===== config.mk =====
export PLATFORM = sky130hd
export DESIGN_NAME = decoder_scan_seq_flat
export DESIGN_NICKNAME = d
export VERILOG_FILES = /design/src/rtl/decoder_scan_seq_if.sv /design/src/rtl/decoder_scan_seq.sv /design/src/flat_wrapper.sv
export SDC_FILE = /design/constraint.sdc
export NUM_CORES = 1
export LEC_CHECK = 0
export CAP_MARGIN = 10
export CORE_ASPECT_RATIO = 1.2
export CORE_UTILIZATION = 52
export DETAILED_ROUTE_END_ITERATION = 12
export GPL_TIMING_DRIVEN = 0
export PLACE_DENSITY = 0.77
export SLEW_MARGIN = 20
export SYNTH_ARGS = -nofsm -noshare
export SYNTH_HDL_FRONTEND = slang
export SYNTH_SLANG_ARGS = --single-unit

===== constraint.sdc =====
create_clock -name clk -period 2.82 [get_ports clk]
set_input_delay 0.564 -clock clk [delete_from_list [all_inputs] [get_ports clk]]
set_output_delay 0.564 -clock clk [all_outputs]
set_load 0.1 [all_outputs]

===== src/rtl/decoder_scan_seq_if.sv =====
// Control/status bundle for decoder_scan_seq.
// The master drives the select controls and the slave returns the decoded lines.
interface decoder_scan_seq_if #(
    parameter int SEL_W = 3,
    parameter int DIV_W = 8
);
    localparam int OUT_W = 2 ** SEL_W;

    logic             enab;
    logic [1:0]       mode;
    logic [SEL_W-1:0] sel_in;
    logic             sel_vld;
    logic [DIV_W-1:0] period;
    logic [OUT_W-1:0] out;
    logic [SEL_W-1:0] cur_sel;
    logic             wrap;
    logic             done;

    modport master (
        output enab, mode, sel_in, sel_vld, period,
        input  out, cur_sel, wrap, done
    );

    modport slave (
        input  enab, mode, sel_in, sel_vld, period,
        output out, cur_sel, wrap, done
    );
endinterface


===== src/rtl/decoder_scan_seq.sv =====
// Registered one-hot decoder with direct-load, free-running scan and single-pass scan modes.
// state   | meaning
// OFF     | output forced low, select and dwell counter hold
// DIRECT  | select changes only on sel_vld
// SCAN    | select advances every period+1 cycles, wraps forever
// SHOT    | select advances up to the last line, then goes to DONE
// DONE    | single pass complete, output low until mode leaves 11
module decoder_scan_seq #(
    parameter int SEL_W = 3,
    parameter int DIV_W = 8
) (
    input  logic                 clk,
    input  logic                 rst_n,
    decoder_scan_seq_if.slave    bus
);
    localparam int OUT_W = 2 ** SEL_W;

    typedef enum logic [2:0] {
        ST_OFF,
        ST_DIRECT,
        ST_SCAN,
        ST_SHOT,
        ST_DONE
    } state_t;

    state_t           state_q, state_d;
    logic [DIV_W-1:0] cnt_q, cnt_d;
    logic [SEL_W-1:0] cur_sel_q, cur_sel_d;
    logic [OUT_W-1:0] out_q, out_d;
    logic             wrap_q, wrap_d;
    logic             done_q, done_d;

    state_t tgt;
    logic   mode_chg;
    logic   tick;
    logic   last;

    always_ff @(posedge clk or negedge rst_n) begin
        if (!rst_n) begin
            state_q   <= ST_OFF;
            cnt_q     <= '0;
            cur_sel_q <= '0;
            out_q     <= '0;
            wrap_q    <= 1'b0;
            done_q    <= 1'b0;
        end else begin
            state_q   <= state_d;
            cnt_q     <= cnt_d;
            cur_sel_q <= cur_sel_d;
            out_q     <= out_d;
            wrap_q    <= wrap_d;
            done_q    <= done_d;
        end
    end

    always_comb begin
        state_d   = state_q;
        cnt_d     = cnt_q;
        cur_sel_d = cur_sel_q;
        wrap_d    = 1'b0;
        tgt       = ST_OFF;

        case (bus.mode)
            2'b00:   tgt = ST_OFF;
            2'b01:   tgt = ST_DIRECT;
            2'b10:   tgt = ST_SCAN;
            default: tgt = (state_q == ST_SHOT || state_q == ST_DONE) ? state_q : ST_SHOT;
        endcase

        mode_chg = (tgt != state_q);
        // >= rather than == so lowering period below the running count cannot stall a full counter wrap
        tick     = (cnt_q >= bus.period);
        last     = (cur_sel_q == {SEL_W{1'b1}});

        if (mode_chg) begin
            state_d = tgt;
            cnt_d   = '0;
            if (bus.sel_vld && tgt != ST_OFF)
                cur_sel_d = bus.sel_in;
        end else begin
            case (state_q)
                ST_DIRECT: begin
                    cnt_d = '0;
                    if (bus.sel_vld)
                        cur_sel_d = bus.sel_in;
                end
                ST_SCAN, ST_SHOT: begin
                    if (bus.sel_vld) begin
                        cur_sel_d = bus.sel_in;
                        cnt_d     = '0;
                    end else if (tick) begin
                        cnt_d = '0;
                        if (state_q == ST_SHOT && last) begin
                            state_d = ST_DONE;
                        end else begin
                            cur_sel_d = cur_sel_q + 1'b1;
                            wrap_d    = (state_q == ST_SCAN) && last;
                        end
                    end else begin
                        cnt_d = cnt_q + 1'b1;
                    end
                end
                default: ;
            endcase
        end

        done_d = (state_d == ST_DONE);
        if (bus.enab && (state_d == ST_DIRECT || state_d == ST_SCAN || state_d == ST_SHOT))
            out_d = OUT_W'(1) << cur_sel_d;
        else
            out_d = '0;
    end

    assign bus.out     = out_q;
    assign bus.cur_sel = cur_sel_q;
    assign bus.wrap    = wrap_q;
    assign bus.done    = done_q;
endmodule


===== src/flat_wrapper.sv =====
// flat-port wrapper written by rule: the top's interface ports become plain ports
module decoder_scan_seq_flat 
#(
    parameter int SEL_W = 3,
    parameter int DIV_W = 8
)
  (clk, rst_n, bus_enab, bus_mode, bus_sel_in, bus_sel_vld, bus_period, bus_out, bus_cur_sel, bus_wrap, bus_done);
  decoder_scan_seq_if #(.SEL_W(SEL_W), .DIV_W(DIV_W)) bus_i ();
  input  logic clk;
  input  logic rst_n;
  input wire logic [$bits(bus_i.enab)-1:0] bus_enab;
  input wire logic [$bits(bus_i.mode)-1:0] bus_mode;
  input wire logic [$bits(bus_i.sel_in)-1:0] bus_sel_in;
  input wire logic [$bits(bus_i.sel_vld)-1:0] bus_sel_vld;
  input wire logic [$bits(bus_i.period)-1:0] bus_period;
  output wire logic [$bits(bus_i.out)-1:0] bus_out;
  output wire logic [$bits(bus_i.cur_sel)-1:0] bus_cur_sel;
  output wire logic [$bits(bus_i.wrap)-1:0] bus_wrap;
  output wire logic [$bits(bus_i.done)-1:0] bus_done;
  assign bus_i.enab = bus_enab;
  assign bus_i.mode = bus_mode;
  assign bus_i.sel_in = bus_sel_in;
  assign bus_i.sel_vld = bus_sel_vld;
  assign bus_i.period = bus_period;
  assign bus_out = bus_i.out;
  assign bus_cur_sel = bus_i.cur_sel;
  assign bus_wrap = bus_i.wrap;
  assign bus_done = bus_i.done;
  decoder_scan_seq #(.SEL_W(SEL_W), .DIV_W(DIV_W)) u_core (.clk(clk), .rst_n(rst_n), .bus(bus_i));
endmodule

# Word level (Yosys, flattened, before mapping)
# Cells that the tools add are included.
# totals
ff_bits,24
latch_bits,0
mem_bits_rw,0
mem_bits_ro,0
input_bits,17
out_inout_bits,13
word_cells,57
memories,0
# classes
addsub,2
n_mul,0
div_mod_pow,0
n_lt_le_gt_ge,1
eq_ne,12
shift,1
mux,24
bitwise_logic,0
reduce_logical,11
# op_table
operator,n
$mux W3,12
$mux W8,4
$pmux W8 S2,1
$eq A3 B2 Y1 const B,4
$eq A3 B3 Y1 const B,3
$pmux W3 S3,1
$add A8 B1 Y8 const B,1
$ge A8 B8 Y1,1
$shl A1 B3 Y8 const A,1
$eq A3 B1 Y1 const B,2
$pmux W3 S2,1
$reduce_bool A3 Y1,2
$mux W1,5
$logic_and A1 B1 Y1,4
$add A3 B1 Y3 const B,1
$logic_or A1 B1 Y1,3
$ne A3 B3 Y1,1
$eq A2 B1 Y1 const B,1
$eq A2 B2 Y1 const B,1
$logic_not A2 Y1,1
$reduce_or A2 Y1,1

# Logic depth before layout (Yosys ltp)
# logic_depth
depth_word,12
mapped_depth,9
ltp_nobuf,8

# Worst setup path before layout
# No wires, ideal clock.
# synth_timing
kind,register to register
startpoint,"reg u_core.cur_sel_q[1], in the netlist u_core.bus.cur_sel[1]"
endpoint,"reg u_core.out_q[1], in the netlist u_core.bus.out[1]"
setup_ns,0.105
arrival_ns,2.240
required_ns,2.715
slack_ns,0.474
path_stages_with_launch,7
n_path_buf,0
synth_period_minus_slack_ns,2.346
cell_sequence,dfrtp_1 > ha_1 > ha_1 > nand3_1 > o21a_1 > o211ai_2 > nor4b_1
# synth_between
elab_cells_between_ends,23
cone_classes,add/sub (1); eq/ne (4); shift (1); mux (13); reduce/logical (4)
# synth_rtl
element,line,source
from (decl),decoder_scan_seq.sv:28,"logic [SEL_W-1:0] cur_sel_q, cur_sel_d;"
from (signal assigned),decoder_scan_seq.sv:49,cur_sel_q <= cur_sel_d;
$eq A3 B3 Y1,decoder_scan_seq.sv:73,last = (cur_sel_q == {SEL_W{1'b1}});
$logic_and A1 B1 Y1,decoder_scan_seq.sv:93,if (state_q == ST_SHOT && last) begin
$mux W3,decoder_scan_seq.sv:93,
$mux W3,decoder_scan_seq.sv:91,end else if (tick) begin
$mux W3,decoder_scan_seq.sv:88,if (bus.sel_vld) begin
$pmux W3 S2,decoder_scan_seq.sv:81,case (state_q)
$mux W3,decoder_scan_seq.sv:75,if (mode_chg) begin
via u_core.cur_sel_d[0],decoder_scan_seq.sv:28,
$shl A1 B3 Y8,decoder_scan_seq.sv:109,out_d = OUT_W'(1) << cur_sel_d;
$mux W8,decoder_scan_seq.sv:108,if (bus.enab && (state_d == ST_DIRECT || state_d == ST_SCAN || state_d == ST_SHOT))
via u_core.out_d[1],decoder_scan_seq.sv:29,"logic [OUT_W-1:0] out_q, out_d;"
to (signal assigned),decoder_scan_seq.sv:50,out_q <= out_d;
to (decl),decoder_scan_seq.sv:29,
# The timed path passes the listed nets, and every way through them passes these cells.
# A chain may end at the register's enable or synchronous reset.

# Worst setup path after layout
# layout_timing
startpoint,in bus_period[1]
endpoint,"reg u_core.out_q[6], in the netlist u_core.bus.out[6]"
# layout_between
elab_cells_between_ends,17
cone_classes,order compare (1); eq/ne (3); shift (1); mux (9); reduce/logical (3)
# layout_rtl
element,line,source
from (decl),flat_wrapper.sv:15,input wire logic [$bits(bus_i.period)-1:0] bus_period;
$ge A8 B8 Y1,decoder_scan_seq.sv:72,tick = (cnt_q >= bus.period);
$mux W3,decoder_scan_seq.sv:91,
$mux W3,decoder_scan_seq.sv:88,
$pmux W3 S2,decoder_scan_seq.sv:81,
$mux W3,decoder_scan_seq.sv:75,
via u_core.cur_sel_d[2],decoder_scan_seq.sv:28,
$shl A1 B3 Y8,decoder_scan_seq.sv:109,
$mux W8,decoder_scan_seq.sv:108,
via u_core.out_d[6],decoder_scan_seq.sv:29,
# The timed path passes the listed nets, and every way through them passes these cells.

==> metrics.md <==
| Metric | Value |
|---|---|
| Status | finished clean |
| Pwr/cell area | 867 nW/um^2 |
| Min-Delay Path Class | in -> async |
| Prevailing post-synth register cell | dfrtp_1 |
| Final setup violating endpoints | 0 |
| Critical Path Source | bus_period[1] |
| Share of the synthesized area in the top cell type | 0.377 |
| CTS tree | yes |
| Routed wire per std cell | 14.8 um |
| PortBufs | 28 |
| Core ar. | 2840 sq um |
| Final wirelength | 3310 um |
| CP Max Fanout | 9 |
| FF-to-FF path depth | 7 |
| Iteration-0 DRC Markers | 60 |
| R2R setup slack | 470 ps |
| Final Hold Viols | 0 |
| Layout Nets | 219 |
| RSZ-0062 raised after global routing | false |
| Reg2Reg Capture Point | u_core.bus.out[6] |
| Area contributors post-synth | dfrtp_1 38%, ha_1 8.6%, a21oi_1 3.8% |
| Post-DP Area | 1910 sq um |
| Row cnt | 21 |
| Synth cell count leaders | 24 x dfrtp_1, 15 x inv_1, 12 x a21oi_1, 11 x ha_1 |
| Io pins | 30 |
| Kind of end point of the critical path | flip-flop |
| Area of the multi-input gates | approximately 920 sq um |
| Detail Route Antenna Nets | 0 |
| P&R area growth vs syn | 23.7% |
| Post-synthesis cell type count | 44 |
| Worst EP required | a little over 3000 ps |
| Max-Cap Viols | 0 |
| DR vias/cell | approximately 6.1 |
| Worst relative slew slack | 0.344 |
| Post-synth EDFFs | 0 |
| Fillers | 226 |
| Root Driver | clkbuf_4 |
| R2R Path Start | u_core.cnt_q[2] |
| Post-route cell area | 1970 sq um |
| Setup TNS | 0 ps |
| Via count | 1363 |
| Final Wtd Congestion | 0.820 |
| Fraction of registers with async set or reset after synthesis | 1.00 |
| CTS Buf Count | 3 |
| DRC Markers | 0 |
| Slew Limit Fails | 0 |
| CP arrival | 2820 ps |
| Clock slew at reported path FFs | about 130 ps |
| Longest Clk Path Bufs | 2 |
| Worst-Margin Slew | 981 ps |
| CTS sink count | 24 |
| Dpl hpwl | 2500 um |
| Fin crit period | between 2000 and 3000 ps |
| Cell taking the most area after synthesis | dfrtp_1 |
| Top-count cell post-synth | dfrtp_1 |
| Antenna violations before repair | 0 |
| Syn. warnings | 0 |
| Setup Buffers After CTS | 0 |
| Reg area | 601 sq um |
| Die Wd | 52.5 um |
| Die height | 62.6 um |
| Sequential element share of the synthesized area | 0.377 |
| Critical path endpoint | u_core.bus.out[6] |
| H-Tree Depth | 1 |
| Fmax | 384 MHz |
| Fraction of layout cells with a size suffix above 1 | 0.121 |
| Total track usage | 0.221 |
| Synth Instances | approximately 160 |
| Synth Register Bits | 24 |
| Tcrit/Tclk final | 0.924 |
| Critical Path Start Type | input pin |
| Syn Std Cell Area | between 1500 and 2000 sq um |
| Clock latency on the worst-skew pair | 320 ps |
| Peak supply drop | 0.795 mV |
| Final Skew | roughly 10 ps |
| Final core occ | 0.694 |
| Pin count of the biggest net entering global routing | 25 |
| Critical path class | in -> reg |
| First-pass GRT wire length | around 5600 um |
| Antenna cells | 0 |
| P_leak | 0.834 nW |
| DR pass1 iterations | 4 |
| Net Count, Synth | roughly 190 |
| Die area | 3290 sq um |
| Syn_area_per_cell | 10.1 sq um |
| Vias in the first global route | 1255 |
| Remaining global-route overflow | 0 |
| Initial Utilization | 0.561 |
## worst min path at each step
stage,endpoint,slack (ps),cells past startpoint
2_1_floorplan,u_core.bus.cur_sel[0],270,0
3_3_place_gp,u_core.cnt_q[7],540,1
3_5_place_dp,u_core.cnt_q[7],570,1
4_1_cts,u_core.state_q[1],500,2
5_1_grt,u_core.cnt_q[6],240,1
6_report,u_core.bus.cur_sel[1],210,1
## critical path, cell delays in order
cell             delay [ps]
clkdlybuf4s50_1         460
inv_1                    40
ha_1                    290
nor2b_1                 130
o211ai_1                240
a31oi_4                 170
o21a_1                  300
o211ai_4                310
nor4bb_1                320
## kinds of logic after synthesis
kind of cell             Yosys count  share of synthesized area
XOR/XNOR                           4                     0.0267
multiplexers                       3                     0.0204
buffers and inverters             20                     0.0566
flip-flops                        24                      0.377
AO/OA/AOI/OAI                     48                      0.233
AND/OR/NAND/NOR                   48                      0.199
adder cells (fa/ha/maj)           11                     0.0865
## registers in the layout (all words and copies together) (netlist names)
register            count
u_core.bus.done         1
u_core.bus.cur_sel      3
u_core.bus.out          8
u_core.bus.wrap         1
u_core.state_q          3
u_core.cnt_q            8
## report_power, final
part | internal [mW] | leakage (nW) | total [mW] | switching (mW)
sequential | 0.413 | 0.323 | 0.481 | 0.0677
clock | 0.0789 | 0.0210 | 0.181 | 0.103
combinational | 0.324 | 0.490 | 1.04 | 0.721
total | 0.816 | 0.834 | 1.71 | 0.891
## what timing repair did
action                     CTS  global route
pin swaps                    0             1
hold buffers                 0             0
gates resized for setup      1             2
setup endpoints to repair    3             6
## per-stage QoR
stage | setup slack [ps] | total power, mW | hold slack (ps) | std cells
global placement | -230 | 1.48 | 545 | 220
finish | 213 | 1.71 | 206 | 224
detailed placement | -350 | 1.52 | 573 | 220
global route | 35.3 | 1.79 | 244 | 224
floorplan | 474 | 1.26 | 268 | 158
CTS | 165 | 1.70 | 497 | 224
## area by class of cell
cell class                      instances  share of cell area
Buffer                                  5              0.0172
Clock buffer                            4              0.0184
Tap cell                               34              0.0216
Inverter                               15              0.0286
Timing Repair Buffer                   28               0.140
Sequential cell                        24               0.305
Multi-Input combinational cell        114               0.469
## layout by cell type (no fill, tap or decap), types with 2 or more instances in the layout
cell type and count:
clkdlybuf4s50_1 27, dfrtp_1 24, inv_1 15, a21oi_1 12
ha_1 11, nand3_1 10, o21ai_0 10, nand2_1 8
and3_1 5, a22o_1 5, buf_2 4, o21ai_1 4
and4b_1 4, nor4b_1 4, nor2b_1 3, o211ai_1 3
o211ai_4 3, clkbuf_4 3, a32o_1 2, a21oi_2 2
mux2_2 2, and4bb_1 2, nor3b_1 2, nor3_1 2
xnor2_1 2
## routing by layer
| layer | part of all wire | wire [um] | GRT usage |
|---|---|---|---|
| met5 | 0 | 0 | 0 |
| met4 | 0.0079 | 26 | 0.0493 |
| met3 | 0.046 | 152 | 0.0268 |
| met1 | 0.46 | 1530 | 0.305 |
| met2 | 0.48 | 1610 | 0.366 |
Note: power is estimated with default switching activity, not from simulation.
